`src/rtl/go_done_initiator_pkg.sv`:
```
// Shared definitions for the go/doneSig requester: state encodings and
// default timing derived from the responder's clock divider.
package go_done_initiator_pkg;

    typedef enum logic [1:0] {
        ST_IDLE      = 2'b00,
        ST_ASSERT    = 2'b01,
        ST_WAIT_DONE = 2'b10,
        ST_ERR       = 2'b11
    } state_e;

    // Responder toggles its divided clock every RESP_DIV board clocks.
    localparam int RESP_DIV        = 600000;
    localparam int RESP_DIV_FACTOR = 2;
    localparam int RESP_PERIOD     = RESP_DIV * RESP_DIV_FACTOR;

    // Hold go for two responder periods so it is sampled at least once.
    localparam int DEFAULT_HOLD_CYCLES    = 2 * RESP_PERIOD;
    localparam int DEFAULT_TIMEOUT_CYCLES = 3 * RESP_PERIOD;

    localparam int LED_W = 4;

endpackage

```
`src/rtl/go_done_initiator_sync_edge_detect.sv`:
```
// Two-flop synchronizer followed by a rising-edge detector; one-clk pulse
// per low-to-high transition of an asynchronous input.
module sync_edge_detect (
    input  logic clk,
    input  logic rst,
    input  logic async_i,
    output logic rise_o
);

    logic sync1_q;
    logic sync2_q;
    logic prev_q;

    // NOTE: sequential state uses non-blocking assignments so every flop
    // samples the pre-edge value of its neighbour, forming a true shift chain.
    always_ff @(posedge clk) begin
        if (rst) begin
            sync1_q <= 1'b0;
            sync2_q <= 1'b0;
            prev_q  <= 1'b0;
        end else begin
            sync1_q <= async_i;
            sync2_q <= sync1_q;
            prev_q  <= sync2_q;
        end
    end

    assign rise_o = sync2_q & ~prev_q;

endmodule

```
`src/rtl/go_done_initiator.sv`:
```
// Requester end of the go/doneSig handshake: holds go long enough for the
// slow responder, waits for doneSig with a timeout, counts completions on LEDs.
module go_done_initiator
    import go_done_initiator_pkg::*;
#(
    parameter int HOLD_CYCLES    = DEFAULT_HOLD_CYCLES,
    parameter int TIMEOUT_CYCLES = DEFAULT_TIMEOUT_CYCLES,
    parameter int CNT_W          = 22
) (
    input  logic             clk,
    input  logic             rst,
    input  logic             startReq,
    input  logic             clearErr,
    input  logic             doneSig,
    output logic             go,
    output logic             busy,
    output logic             doneOut,
    output logic             timeoutErr,
    output logic [LED_W-1:0] led
);

    localparam logic [CNT_W-1:0] HOLD_LAST    = CNT_W'(HOLD_CYCLES - 1);
    localparam logic [CNT_W-1:0] TIMEOUT_LAST = CNT_W'(TIMEOUT_CYCLES - 1);
    localparam logic [CNT_W-1:0] CNT_ONE      = CNT_W'(1);
    localparam logic [LED_W-1:0] LED_ONE      = LED_W'(1);

    state_e             state_q, state_d;
    logic [CNT_W-1:0]   cnt_q, cnt_d;
    logic [LED_W-1:0]   led_q, led_d;
    logic               go_q, go_d;
    logic               busy_q, busy_d;
    logic               done_out_q, done_out_d;
    logic               err_q, err_d;
    logic               done_rise;

    sync_edge_detect u_done_sync (
        .clk     (clk),
        .rst     (rst),
        .async_i (doneSig),
        .rise_o  (done_rise)
    );

    // NOTE: every signal written here gets a default first, so no path
    // through the case can leave one unassigned and infer a latch.
    always_comb begin
        state_d    = state_q;
        cnt_d      = cnt_q;
        led_d      = led_q;
        done_out_d = 1'b0;

        case (state_q)
            ST_IDLE: begin
                cnt_d = '0;
                if (startReq) state_d = ST_ASSERT;
            end
            ST_ASSERT: begin
                // done edges are meaningless until go has fallen
                if (cnt_q == HOLD_LAST) begin
                    state_d = ST_WAIT_DONE;
                    cnt_d   = '0;
                end else begin
                    cnt_d = cnt_q + CNT_ONE;
                end
            end
            ST_WAIT_DONE: begin
                // a done edge on the last timeout cycle still completes cleanly
                if (done_rise) begin
                    state_d    = ST_IDLE;
                    cnt_d      = '0;
                    led_d      = led_q + LED_ONE;
                    done_out_d = 1'b1;
                end else if (cnt_q == TIMEOUT_LAST) begin
                    state_d = ST_ERR;
                    cnt_d   = '0;
                end else begin
                    cnt_d = cnt_q + CNT_ONE;
                end
            end
            ST_ERR: begin
                cnt_d = '0;
                if (clearErr) state_d = ST_IDLE;
            end
            default: begin
                state_d = ST_IDLE;
                cnt_d   = '0;
            end
        endcase

        go_d   = (state_d == ST_ASSERT);
        busy_d = (state_d == ST_ASSERT) || (state_d == ST_WAIT_DONE);
        err_d  = (state_d == ST_ERR);
    end

    always_ff @(posedge clk) begin
        if (rst) begin
            state_q    <= ST_IDLE;
            cnt_q      <= '0;
            led_q      <= '0;
            go_q       <= 1'b0;
            busy_q     <= 1'b0;
            done_out_q <= 1'b0;
            err_q      <= 1'b0;
        end else begin
            state_q    <= state_d;
            cnt_q      <= cnt_d;
            led_q      <= led_d;
            go_q       <= go_d;
            busy_q     <= busy_d;
            done_out_q <= done_out_d;
            err_q      <= err_d;
        end
    end

    assign go         = go_q;
    assign busy       = busy_q;
    assign doneOut    = done_out_q;
    assign timeoutErr = err_q;
    assign led        = led_q;

endmodule

```
`config.mk`:
```
export PLATFORM = sky130hd
export DESIGN_NAME = go_done_initiator
export DESIGN_NICKNAME = d
export VERILOG_FILES = /design/src/rtl/go_done_initiator_pkg.sv /design/src/rtl/go_done_initiator_sync_edge_detect.sv /design/src/rtl/go_done_initiator.sv
export SDC_FILE = /design/constraint.sdc
export NUM_CORES = 1
export LEC_CHECK = 0
export CAP_MARGIN = 10
export CORE_AREA = 2 2 93 77
export CTS_CLUSTER_DIAMETER = 100
export DETAILED_ROUTE_END_ITERATION = 8
export DIE_AREA = 0 0 95 79
export GPL_ROUTABILITY_DRIVEN = 0
export PLACE_DENSITY = 0.39
export SYNTH_ARGS = -nofsm -noshare
export SYNTH_HDL_FRONTEND = slang
export SYNTH_HIERARCHICAL = 1
export SYNTH_SLANG_ARGS = --single-unit
```
`constraint.sdc`:
```
create_clock -name clk -period 2.4 [get_ports clk]
set_input_delay 0.24 -clock clk [delete_from_list [all_inputs] [get_ports clk]]
set_output_delay 0.24 -clock clk [all_outputs]
set_load 0.01 [all_outputs]
```
; Word level (Yosys, flattened, before mapping)
; Index checks and enable logic that the tools add are counted.
[classes]
add_sub_neg = 2
muxes = 11
n_reduce_logical = 5
bitwise = 3
eq_ne = 8
[ops]
columns = op, count
row1 = 22-bit 2-to-1 mux, 3
row2 = 22-bit case mux with 3 select lines, 1
row3 = "22-bit == test, second input constant", 2
row4 = "22-bit by 1-bit adder with 22-bit output, second input constant", 1
row5 = 2-bit 2-to-1 mux, 5
row6 = "2-bit == test, second input constant", 4
row7 = 2-bit case mux with 4 select lines, 1
row8 = "4-bit by 1-bit adder with 4-bit output, second input constant", 1
row9 = "2-bit by 1-bit == test with 1-bit output, second input constant", 2
row10 = 2-bit OR reduction, 2
row11 = 2-bit zero test, 1
row12 = 1-bit NOT, 2
row13 = 2-bit AND reduction, 1
row14 = 1-bit bitwise AND, 1
row15 = 1-bit logical OR, 1
row16 = 1-bit 2-to-1 mux, 1
[totals]
wordCells = 39
output_inout_bits = 8
regBits = 35
inputBits = 5

; Longest topological paths before layout
[logic_depth]
ltp_word = 6
mapped_depth = 7

; Modules after synthesis
; Netlist, hierarchy kept.
[by_module_without_submodules]
columns = module, cells_per_inst, instances, area_each_um2, seq_area_each_um2
row1 = go_done_initiator, 165, 1, 1500.2, 640.6
row2 = sync_edge_detect, 7, 1, 87.6, 60.1

; Worst setup path before layout
; OpenSTA, ideal clock, no wires.
[synth_timing]
path_type = register -> register
from = register cnt_q[14]
to = register busy_q (netlist: busy)
slack_ps = 370
arrival_ps = 1903
required_time_ps = 2274
setup_time_ps = 126
period_less_slack_ps = 2030
path_stages_with_launch = 7
path_cell_list = dfxtp_1 > or4b_1 > or4_1 > o21ai_0 > nand2_1 > ha_1 > nor2_1
[synth_between]
elab_chain_cells = 6
elab_cells_between_ends = 9
[synth_lines]
columns = element, line_no
row1 = start: declaration, go_done_initiator.sv:28  ; logic [CNT_W-1:0] cnt_q, cnt_d;
row2 = start signal: assignment, go_done_initiator.sv:105  ; cnt_q <= cnt_d;
row3 = 22-bit == test, go_done_initiator.sv:72  ; end else if (cnt_q == TIMEOUT_LAST) begin
row4 = 2-bit 2-to-1 mux, go_done_initiator.sv:72
row5 = 2-bit 2-to-1 mux, go_done_initiator.sv:67  ; if (done_rise) begin
row6 = 2-bit case mux with 4 select lines (*), go_done_initiator.sv:51  ; case (state_q)
row7 = 2-bit by 1-bit == test with 1-bit output / 2-bit == test (equally long branches), go_done_initiator.sv:90  ; busy_d = (state_d == ST_ASSERT) || (state_d == ST_WAIT_DONE);
row8 = 1-bit logical OR (*), go_done_initiator.sv:90
row9 = end signal: assignment, go_done_initiator.sv:108  ; busy_q <= busy_d;
row10 = end: declaration, go_done_initiator.sv:31  ; logic busy_q, busy_d;
; Mark *: on every way between the ends. The rest lies on a longest branch, timed or not.
; A chain may end at the register's enable or synchronous reset.

; Worst setup path in the final report
; Same ends and word-level chain as after synthesis.

==> results.yml <==
synthesis:
  synthCells: 172
  synth-seq-cells: 35
  yosysUniqueCellTypes: 43
  synth_area_um2: 1590
  ys_seq_area_share_pct: 44.1
  syn-num-nets: 180
  avgSynthCellArea_um2: 9.23
  yosysWarnings: 6
global_route:
  grt_use_met3_pct: 4.27
  use_met1_pct: 14.2
  grt_pass1_vias: 1242
  grtUsageTotal_pct: 10.4
  grt_start_max_net_pins: 23
  top_usage_layer: "met2"
  overflow: 0
  grt_pass1_wl_um: 5970
  grtUsageMet2_pct: 15.0
  antenna_found_initial: 0
critical_path:
  cp.arrival_ns: 2.43
  crit_type: "reg -> reg"
  startpoint_type: "flop"
  reg2reg_depth: 6
  reg2reg_from: "cnt_q[14]$_SDFF_PP0_"
  crit_path_end_kind: "flop"
  timing.rr.end: "busy$_SDFF_PP0_"
  r2r_slack_ns: 0.20
  critical_path.max_fanout: 7
  worstPathRequired_ns: 2.63
sta:
  setup_viol: 0
  final.min_clock_period_ns: 2.20
  fin_skew_ns: 0.0102
  max_slew_margin_pct: 73.0
  holdWs_ns: 0.445
  tightest_slew_ns: 0.401
  fin_crit_sh_pct: 91.8
  maxSlewViolCount: 0
  rsz0062_at_grt: "no"
  hold_viol: 0
  worst_slack_ns: 0.197
  setup_tns_ns: 0
  max_freq_mhz: 454
layout:
  fin_area_um2: 1910
  final_cell_mix: "35 x dfxtp_1, 14 x a21oi_1, 12 x nand3_1, 12 x clkdlybuf4s50_1"
  drive_gt1_share_pct: 10.6
  instances_no_fill: 275
  fin_util_pct: 28.8
  fillers: 692
  syn2layout_area_growth_pct: 20.6
  fin_nets: 195
  final_common_cell: "dfxtp_1"
  antenna_cells: 0
clock_tree:
  cts_resized: 0
  tritoncts.num_buffers: 5
  clkTransAtPathRegs_ns: 0.08
  cts_post_setup_buffers_inserted: 0
  clk-insertion-delay-late_ns: 0.29
  cts_sinks: 35
  cts_htree_levels: 2
  cts_hold_buffers: 0
  ctsLongestPathBuffers: 2
  clockRootBuffer: "clkbuf_8"
  cts_tree: "yes"
placement:
  post-place-ws_ns: 0.216
  place.detailed.hpwl_um: 2480
  io_buffer_count: 12
  placed_cell_area_um2: 1830
  dp_cells: 267
die:
  die_w_um: 95
  initial_utilization_pct: 23.9
  fp.coreArea_um2: 6660
  boundaryPins: 13
  dieArea_um2: 7510
  die_height_um: 79
  row_count: 27
hold_path:
  hold_path_class: "reg -> reg"
  min_to: "u_done_sync/sync2_q$_SDFF_PP0_"
  hold_depth: 1
  hold_path_startpoint: "u_done_sync/sync1_q$_SDFF_PP0_"
power:
  p_leak_nw: 0.579
  max-vdd-ir-drop_uv: 171
  powerDensity_nw_per_um2: 555
  total_power_mw: 1.06
drt:
  drc: 0
  wl_per_cell_um: 12.4
  num_vias: 1277
  routed_wl_um: 3410
  vias_per_cell: 4.64
  initialDrtViolationCount: 70
  ant_nets: 0
  first_pass_iters: 4
flow_run:
  maxCapViolCount: 0
run_status:
  status: "finished clean"
-- layout make-up --
type | count | area (um2) | share of cell area (%)
Tap cell | 87 | 109 | 5.69
Multi-Input combinational cell | 125 | 838 | 43.8
Sequential cell | 35 | 701 | 36.6
Inverter | 4 | 15.0 | 0.784
Clock buffer | 5 | 68.8 | 3.59
Timing Repair Buffer | 16 | 163 | 8.50
Clock inverter | 3 | 20.0 | 1.05
-- metal layers --
metal	up-vias	part of all wire [%]
met5	-	0
met4	0	1.1
met2	24	43
met3	5	4.5
met1	594	51
li1	654	-
-- critical path, cell delays in order, from the launching register on --
cell     delay [ns]
dfxtp_1        0.37
or4b_1         0.53
or4_1          0.47
o21ai_0        0.32
nand2_1        0.09
ha_1           0.27
nor2_1         0.10
-- registers in the layout, summed over array words and instances, names as in the netlist --
signal and flops:
u_done_sync/sync1_q 1, u_done_sync/prev_q 1, go 1, u_done_sync/sync2_q 1
busy 1, state_q 2, cnt_q 22, doneOut 1
led 4, timeoutErr 1
-- worst max path at each step --
stage / start / endpoint / slack [ns]
floorplan: cnt_q[14]$_SDFF_PP0_ / busy$_SDFF_PP0_ / 0.37
global placement: cnt_q[16]$_SDFF_PP0_ / busy$_SDFF_PP0_ / 0.26
detailed placement: cnt_q[14]$_SDFF_PP0_ / busy$_SDFF_PP0_ / 0.22
CTS: cnt_q[14]$_SDFF_PP0_ / busy$_SDFF_PP0_ / 0.19
global route: cnt_q[14]$_SDFF_PP0_ / busy$_SDFF_PP0_ / 0.05
finish: cnt_q[14]$_SDFF_PP0_ / busy$_SDFF_PP0_ / 0.20
-- Yosys cell counts (all sizes together) --
cell	number	area [um2]
nand2	8	30.0
buf	3	15.0
o21a	1	7.51
inv	4	15.0
or4	4	33.8
mux2i	2	20.0
and3b	1	8.76
a22oi	8	65.1
xor2	7	61.3
nor2b	6	40.0
ha	3	37.5
o31ai	1	7.51
xnor2	8	70.1
clkbuf	5	18.8
nor4	4	25.0
dfxtp	35	701
a21oi	14	70.1
nor3b	2	15.0
and4b	1	10.0
a21boi	1	7.51
o21ai	9	45.0
and3	1	7.51
nor2	8	30.0
nand4bb	1	11.3
nor3	1	5.00
a21o	1	7.51
or4b	1	10.0
and4	1	8.76
or3	8	51.3
nand2b	2	12.5
or3b	1	8.76
or2	1	6.26
a22o	1	8.76
nand4	4	31.3
nand3	13	77.6
a211oi	1	7.51
-- report_power, final --
part	switching, mW	total, mW	internal [mW]	leakage, nW
sequential	0.00436	0.592	0.587	0.284
clock	0.227	0.429	0.202	0.0402
combinational	0.0191	0.0410	0.0218	0.256
-- cell families after synthesis --
kind of cell               count (synthesis)  share of synthesized area, %
AOI/OAI and AO/OA                         37                          14.3
xor gates and xnor gates                  15                          8.27
adders and majority gates                  3                          2.36
buffers and inverters                     12                          3.07
DFF                                       35                          44.1
muxes                                      2                          1.26
and+or+nand+nor                           68                          26.6
No activity file was read; power rests on OpenSTA's default activity.
